File: src/rtl/pipe_hazard_ctrl_if.sv
// Hazard-control bundle between the pipeline datapath and pipe_hazard_ctrl.
// The master side drives hazard sources; the slave side returns hold/clear.
interface pipe_hazard_ctrl_if #(
    parameter int STAT_W = 16
);
    logic [4:0]        id_rs;
    logic [4:0]        id_rt;
    logic              id_uses_rs;
    logic              id_uses_rt;
    logic              ex_mem_read;
    logic [4:0]        ex_rt;
    logic              ex_branch_taken;
    logic              id_md_start;
    logic              id_md_div;
    logic              id_md_read;
    logic              mem_wait;
    logic              pc_hold;
    logic              ifid_hold;
    logic              ifid_clear;
    logic              idex_hold;
    logic              idex_clear;
    logic              exmem_hold;
    logic              memwb_clear;
    logic              md_busy;
    logic [STAT_W-1:0] stall_cnt;

    modport master (
        output id_rs, id_rt, id_uses_rs, id_uses_rt,
        output ex_mem_read, ex_rt, ex_branch_taken,
        output id_md_start, id_md_div, id_md_read, mem_wait,
        input  pc_hold, ifid_hold, ifid_clear, idex_hold,
        input  idex_clear, exmem_hold, memwb_clear,
        input  md_busy, stall_cnt
    );

    modport slave (
        input  id_rs, id_rt, id_uses_rs, id_uses_rt,
        input  ex_mem_read, ex_rt, ex_branch_taken,
        input  id_md_start, id_md_div, id_md_read, mem_wait,
        output pc_hold, ifid_hold, ifid_clear, idex_hold,
        output idex_clear, exmem_hold, memwb_clear,
        output md_busy, stall_cnt
    );
endinterface

File: src/rtl/pipe_hazard_ctrl.sv
// Stall/flush sequencer for the 5-stage pipeline: load-use, branch flush,
// memory-wait freeze and mult/div busy interlock, plus a stall counter.
module pipe_hazard_ctrl #(
    parameter int MUL_CYCLES = 4,
    parameter int DIV_CYCLES = 32,
    parameter int CNT_W      = 6,
    parameter int STAT_W     = 16
) (
    input logic               clk,
    input logic               rst_n,
    pipe_hazard_ctrl_if.slave hz
);
    localparam logic [0:0] S_RUN = 1'b0;
    localparam logic [0:0] S_MD  = 1'b1;

    logic [0:0]        r_state;
    logic [CNT_W-1:0]  r_md_cnt;
    logic [STAT_W-1:0] r_stall_cnt;

    logic w_load_use;
    logic w_md_lock;
    logic w_accept;
    logic w_pc_hold;
    logic w_ifid_hold;
    logic w_ifid_clear;
    logic w_idex_hold;
    logic w_idex_clear;
    logic w_exmem_hold;
    logic w_memwb_clear;

    assign w_load_use = hz.ex_mem_read && (hz.ex_rt != 5'd0) &&
                        ((hz.id_uses_rs && (hz.id_rs == hz.ex_rt)) ||
                         (hz.id_uses_rt && (hz.id_rt == hz.ex_rt)));

    assign w_md_lock = (r_state == S_MD) &&
                       (hz.id_md_read || hz.id_md_start);

    always_comb begin
        w_pc_hold     = 1'b0;
        w_ifid_hold   = 1'b0;
        w_ifid_clear  = 1'b0;
        w_idex_hold   = 1'b0;
        w_idex_clear  = 1'b0;
        w_exmem_hold  = 1'b0;
        w_memwb_clear = 1'b0;
        w_accept      = 1'b0;
        if (!rst_n) begin
            w_ifid_clear  = 1'b1;
            w_idex_clear  = 1'b1;
            w_memwb_clear = 1'b1;
        end else if (hz.mem_wait) begin
            w_pc_hold     = 1'b1;
            w_ifid_hold   = 1'b1;
            w_idex_hold   = 1'b1;
            w_exmem_hold  = 1'b1;
            w_memwb_clear = 1'b1;
        end else if (hz.ex_branch_taken) begin
            w_ifid_clear = 1'b1;
            w_idex_clear = 1'b1;
        end else if (w_load_use || w_md_lock) begin
            w_pc_hold    = 1'b1;
            w_ifid_hold  = 1'b1;
            w_idex_clear = 1'b1;
        end else begin
            // md op only launches when it actually leaves ID this cycle
            w_accept = (r_state == S_RUN) && hz.id_md_start;
        end
    end

    always_ff @(posedge clk or negedge rst_n) begin
        if (!rst_n) begin
            r_state     <= S_RUN;
            r_md_cnt    <= '0;
            r_stall_cnt <= '0;
        end else begin
            if (r_state == S_MD) begin
                if (r_md_cnt == CNT_W'(1)) begin
                    r_state  <= S_RUN;
                    r_md_cnt <= '0;
                end else begin
                    r_md_cnt <= r_md_cnt - CNT_W'(1);
                end
            end else if (w_accept) begin
                r_state  <= S_MD;
                r_md_cnt <= hz.id_md_div ? CNT_W'(DIV_CYCLES)
                                         : CNT_W'(MUL_CYCLES);
            end
            if (w_pc_hold && (r_stall_cnt != '1))
                r_stall_cnt <= r_stall_cnt + STAT_W'(1);
        end
    end

    assign hz.pc_hold     = w_pc_hold;
    assign hz.ifid_hold   = w_ifid_hold;
    assign hz.ifid_clear  = w_ifid_clear;
    assign hz.idex_hold   = w_idex_hold;
    assign hz.idex_clear  = w_idex_clear;
    assign hz.exmem_hold  = w_exmem_hold;
    assign hz.memwb_clear = w_memwb_clear;
    assign hz.md_busy     = rst_n && (r_state == S_MD);
    assign hz.stall_cnt   = r_stall_cnt;
endmodule

File: src/flat_wrapper.sv
// flat-port wrapper written by rule: the top's interface ports become plain ports
module pipe_hazard_ctrl_flat 
#(
    parameter int MUL_CYCLES = 4,
    parameter int DIV_CYCLES = 32,
    parameter int CNT_W      = 6,
    parameter int STAT_W     = 16
)
  (clk, rst_n, hz_id_rs, hz_id_rt, hz_id_uses_rs, hz_id_uses_rt, hz_ex_mem_read, hz_ex_rt, hz_ex_branch_taken, hz_id_md_start, hz_id_md_div, hz_id_md_read, hz_mem_wait, hz_pc_hold, hz_ifid_hold, hz_ifid_clear, hz_idex_hold, hz_idex_clear, hz_exmem_hold, hz_memwb_clear, hz_md_busy, hz_stall_cnt);
  pipe_hazard_ctrl_if #(.STAT_W(STAT_W)) hz_i ();
  input logic clk;
  input logic rst_n;
  input wire logic [$bits(hz_i.id_rs)-1:0] hz_id_rs;
  input wire logic [$bits(hz_i.id_rt)-1:0] hz_id_rt;
  input wire logic [$bits(hz_i.id_uses_rs)-1:0] hz_id_uses_rs;
  input wire logic [$bits(hz_i.id_uses_rt)-1:0] hz_id_uses_rt;
  input wire logic [$bits(hz_i.ex_mem_read)-1:0] hz_ex_mem_read;
  input wire logic [$bits(hz_i.ex_rt)-1:0] hz_ex_rt;
  input wire logic [$bits(hz_i.ex_branch_taken)-1:0] hz_ex_branch_taken;
  input wire logic [$bits(hz_i.id_md_start)-1:0] hz_id_md_start;
  input wire logic [$bits(hz_i.id_md_div)-1:0] hz_id_md_div;
  input wire logic [$bits(hz_i.id_md_read)-1:0] hz_id_md_read;
  input wire logic [$bits(hz_i.mem_wait)-1:0] hz_mem_wait;
  output wire logic [$bits(hz_i.pc_hold)-1:0] hz_pc_hold;
  output wire logic [$bits(hz_i.ifid_hold)-1:0] hz_ifid_hold;
  output wire logic [$bits(hz_i.ifid_clear)-1:0] hz_ifid_clear;
  output wire logic [$bits(hz_i.idex_hold)-1:0] hz_idex_hold;
  output wire logic [$bits(hz_i.idex_clear)-1:0] hz_idex_clear;
  output wire logic [$bits(hz_i.exmem_hold)-1:0] hz_exmem_hold;
  output wire logic [$bits(hz_i.memwb_clear)-1:0] hz_memwb_clear;
  output wire logic [$bits(hz_i.md_busy)-1:0] hz_md_busy;
  output wire logic [$bits(hz_i.stall_cnt)-1:0] hz_stall_cnt;
  assign hz_i.id_rs = hz_id_rs;
  assign hz_i.id_rt = hz_id_rt;
  assign hz_i.id_uses_rs = hz_id_uses_rs;
  assign hz_i.id_uses_rt = hz_id_uses_rt;
  assign hz_i.ex_mem_read = hz_ex_mem_read;
  assign hz_i.ex_rt = hz_ex_rt;
  assign hz_i.ex_branch_taken = hz_ex_branch_taken;
  assign hz_i.id_md_start = hz_id_md_start;
  assign hz_i.id_md_div = hz_id_md_div;
  assign hz_i.id_md_read = hz_id_md_read;
  assign hz_i.mem_wait = hz_mem_wait;
  assign hz_pc_hold = hz_i.pc_hold;
  assign hz_ifid_hold = hz_i.ifid_hold;
  assign hz_ifid_clear = hz_i.ifid_clear;
  assign hz_idex_hold = hz_i.idex_hold;
  assign hz_idex_clear = hz_i.idex_clear;
  assign hz_exmem_hold = hz_i.exmem_hold;
  assign hz_memwb_clear = hz_i.memwb_clear;
  assign hz_md_busy = hz_i.md_busy;
  assign hz_stall_cnt = hz_i.stall_cnt;
  pipe_hazard_ctrl #(.MUL_CYCLES(MUL_CYCLES), .DIV_CYCLES(DIV_CYCLES), .CNT_W(CNT_W), .STAT_W(STAT_W)) u_core (.clk(clk), .rst_n(rst_n), .hz(hz_i));
endmodule
File: config.mk
export PLATFORM = sky130hd
export DESIGN_NAME = pipe_hazard_ctrl_flat
export DESIGN_NICKNAME = d
export VERILOG_FILES = /design/src/rtl/pipe_hazard_ctrl_if.sv /design/src/rtl/pipe_hazard_ctrl.sv /design/src/flat_wrapper.sv
export SDC_FILE = /design/constraint.sdc
export NUM_CORES = 1
export LEC_CHECK = 0
export ABC_AREA = 1
export ABC_CLOCK_PERIOD_IN_PS = 2100
export CAP_MARGIN = 20
export CORE_ASPECT_RATIO = 1.75
export CORE_MARGIN = 5
export CORE_UTILIZATION = 48
export CTS_CLUSTER_DIAMETER = 30
export CTS_CLUSTER_SIZE = 28
export DETAILED_ROUTE_END_ITERATION = 8
export PLACE_DENSITY = 0.8
export SYNTH_ARGS = -nofsm -noshare
export SYNTH_HDL_FRONTEND = slang
export SYNTH_SLANG_ARGS = --single-unit
File: constraint.sdc
create_clock -name clk -period 2.1 [get_ports clk]
set_input_delay 0.42 -clock clk [delete_from_list [all_inputs] [get_ports clk]]
set_output_delay 0.42 -clock clk [all_outputs]
set_load 0.01 [all_outputs]
==> results.py <==
metrics = {
    "outcome": {
        "status": "complete, no violations",
    },
    "cts": {
        "htree_levels": 1,
        "clkLatencyLatePin_ns": 0.27,
        "cts_setup_buffers": 0,
        "cts_root_buf": "clkbuf_8",
        "clockBufferDepth": 2,
        "numCtsBuffers": 3,
        "clkTransAtPathRegs_ns": 0.08,
        "tritoncts": "done",
        "clock-sinks": 23,
        "cts-hold-fix-buffers": 0,
    },
    "sta": {
        "final.min_clock_period_ns": 2.042,
        "rsz0062_at_grt": "true",
        "setup_viol": 0,
        "maxSlewViolCount": 0,
        "period_share_pct": 97.23,
        "finClkSkew_ns": 0.005087,
        "fin_ws_ns": 0.05814,
        "relSlewSlack_pct": 81.39,
        "finalHoldViolCount": 0,
        "hold_ws_ns": 0.4469,
        "timing.fmax_ghz": 0.4898,
        "max_slew.worst_pin.slew_ns": 0.2771,
    },
    "worst_setup_path": {
        "crit_path_end_kind": "output port",
        "r2r-end": "u_core.hz.stall_cnt[6]$_DFFE_PN0P_",
        "rrSetupSlack_ns": 0.23,
        "r2r_cells": 8,
        "start_kind": "primary input",
        "required_ns": 1.68,
        "path_max_fanout": 3,
        "cp.arrival_ns": 1.62,
        "crit_type": "primary input to output port",
        "r2r_start": "u_core.hz.stall_cnt[1]$_DFFE_PN0P_",
    },
    "routing": {
        "ant_nets": 0,
        "drtPass1Iterations": 4,
        "first_iter_violations": 36,
        "vias": 1833,
        "drc": 0,
        "wl_per_cell_microns": 13.34,
        "drt-total-wl_microns": 4842,
        "vias_per_cell": 5.050,
    },
    "global_routing": {
        "grt-ovfl-total": 0,
        "antenna_found_initial": 0,
        "grt_pass1_wl_microns": 8059,
        "grt_pass1_vias": 1814,
        "grt_max_degree": 17,
        "grt_use_total_pct": 22.09,
    },
    "placement": {
        "dp_hpwl_microns": 3872,
        "port_buffers": 48,
        "place.gp.congestion": 0.9528,
        "dp_slack_ns": -0.6456,
        "placed_area_sq_um": 2340,
        "dp_cells": 359,
    },
    "synth": {
        "syn_area_per_cell_sq_um": 6.749,
        "synth_top_area_cell": "dfrtp_1",
        "synth_warnings": 0,
        "yosysUniqueCellTypes": 27,
        "ys_top_cells_by_area": "dfrtp_1 (34%), nand2_1 (19%), inv_1 (8.5%), nand4_1 (7.3%), xor2_1 (5.6%)",
        "synth_area_sq_um": 1714,
        "ys_seq_elements": 23,
        "synth-seq-area-share_pct": 33.58,
        "syn_inst": 254,
        "synth_top_cell_area_share_pct": 33.58,
        "synthesis.nets": 282,
    },
    "floorplan": {
        "ios": 49,
        "start_util_pct": 49.93,
        "placementRows": 28,
        "die-height_microns": 89.06,
        "dieWidth_microns": 55.18,
        "core_region_area_sq_um": 3433,
        "die-area_sq_um": 4914,
    },
    "layout": {
        "finalNetCount": 347,
        "final_util_pct": 68.84,
        "drive_gt1_share_pct": 12.26,
        "area_growth_syn_to_layout_pct": 37.88,
        "n_antenna_cell": 0,
        "finalInstanceArea_sq_um": 2364,
        "final_cell_count_no_fill": 363,
        "fillers": 326,
    },
    "power": {
        "leakage_nw": 1.237,
        "vdd_drop_max_uv": 421.3,
        "power_density_nw_per_um2": 497.0,
    },
    "hold_path": {
        "holdCritPathClass": "primary input to async pin",
    },
    "run": {
        "cap_violations": 0,
    },
}
[flip-flops by register name, indices dropped and copies added, names as in the netlist]
name and cells:
u_core.hz.stall_cnt 16, u_core.r_md_cnt 6, u_core.r_state 1
[worst max path at each step]
stage / cells past startpoint / from / to
after global routing: 8 / hz_id_md_start / hz_idex_clear
after detailed placement: 10 / hz_ex_rt[0] / hz_ifid_hold
after global placement: 10 / hz_ex_rt[0] / hz_pc_hold
after CTS: 4 / hz_mem_wait / hz_idex_hold
after floorplan: 9 / u_core.hz.stall_cnt[0]$_DFFE_PN0P_ / u_core.hz.stall_cnt[6]$_DFFE_PN0P_
final: 8 / hz_id_md_start / hz_idex_clear
[worst max-delay path: stages]
cell and delay [ns]:
clkdlybuf4s50_1 0.42, o21ai_1 0.13, buf_4 0.14, a21boi_2 0.18, nand3_1 0.10, nand2_1 0.08, inv_1 0.03, buf_2 0.13
[layer usage]
metal	up-vias	track usage, %	share of wire (%)
li1	928	-	-
met1	834	23.32	37
met2	56	41.16	55
met3	15	4.007	5.1
met4	0	8.407	2.8
met5	-	0	0
[cells in the mapped netlist]
cell	n
nand3_4	1
o21ai_0	6
nand2_1	88
a21boi_1	1
o22ai_1	1
dfrtp_1	23
clkbuf_1	2
or3_1	1
buf_8	1
inv_2	2
nor3_1	4
xor2_1	11
nand3_2	2
o21ai_1	6
nand4_1	20
nor2_4	1
nand2_2	1
nor3_2	1
buf_2	1
nor2_1	18
a21oi_1	1
buf_4	2
xnor2_1	5
buf_6	1
ha_1	3
nand3_1	12
inv_1	39
[cell type report]
cell class | count | area (sq um) | area share (%)
clock buffer | 3 | 41.29 | 1.747
clock inverter | 1 | 5.005 | 0.2118
inverter | 41 | 153.9 | 6.511
multi-input combinational | 183 | 942.2 | 39.86
sequential | 23 | 575.6 | 24.35
tap | 45 | 56.30 | 2.382
timing repair buffer | 67 | 589.3 | 24.93
[metrics by stage]
step | TNS [ns] | power, W
finish | 0 | 0.001175
global route | -0.03837 | 0.001250
CTS | 0 | 0.001188
detailed placement | -3.231 | 0.0009225
global placement | -2.670 | 0.0009101
floorplan | 0 | 0.0007018
[logic make-up after synthesis]
group / share of synthesized area (%)
and+or+nand+nor: 39.34
buffers and inverters: 12.12
DFF: 33.58
xor gates and xnor gates: 8.175
AOI/OAI and AO/OA: 4.599
adders and majority gates: 2.190
[what timing repair did]
item	in CTS	in global routing
setup endpoints to repair	8	5
pin swaps	12	4
resized for setup	35	3
[report_power, final]
group / switching, W / leakage, nW / internal, W
Combinational: 0.000168 / 0.916 / 0.000191
Sequential: 0.0000561 / 0.296 / 0.000481
Clock: 0.000145 / 0.0255 / 0.000133
Total: 0.000370 / 1.24 / 0.000805
[cell usage in the layout (no fill, tap or decap), types with 4 or more instances in the layout]
| master | instances |
|---|---|
| inv_1 | 37 |
| xnor2_1 | 5 |
| nand2_1 | 88 |
| o21ai_0 | 5 |
| nand4_1 | 20 |
| dlygate4sd2_1 | 17 |
| buf_4 | 19 |
| nor2_1 | 18 |
| nand3_1 | 12 |
| o21ai_1 | 6 |
| xor2_1 | 11 |
| inv_2 | 4 |
| dfrtp_1 | 23 |
| nor3_1 | 4 |
| clkdlybuf4s50_1 | 26 |
Note: power is estimated with default switching activity, not from simulation.
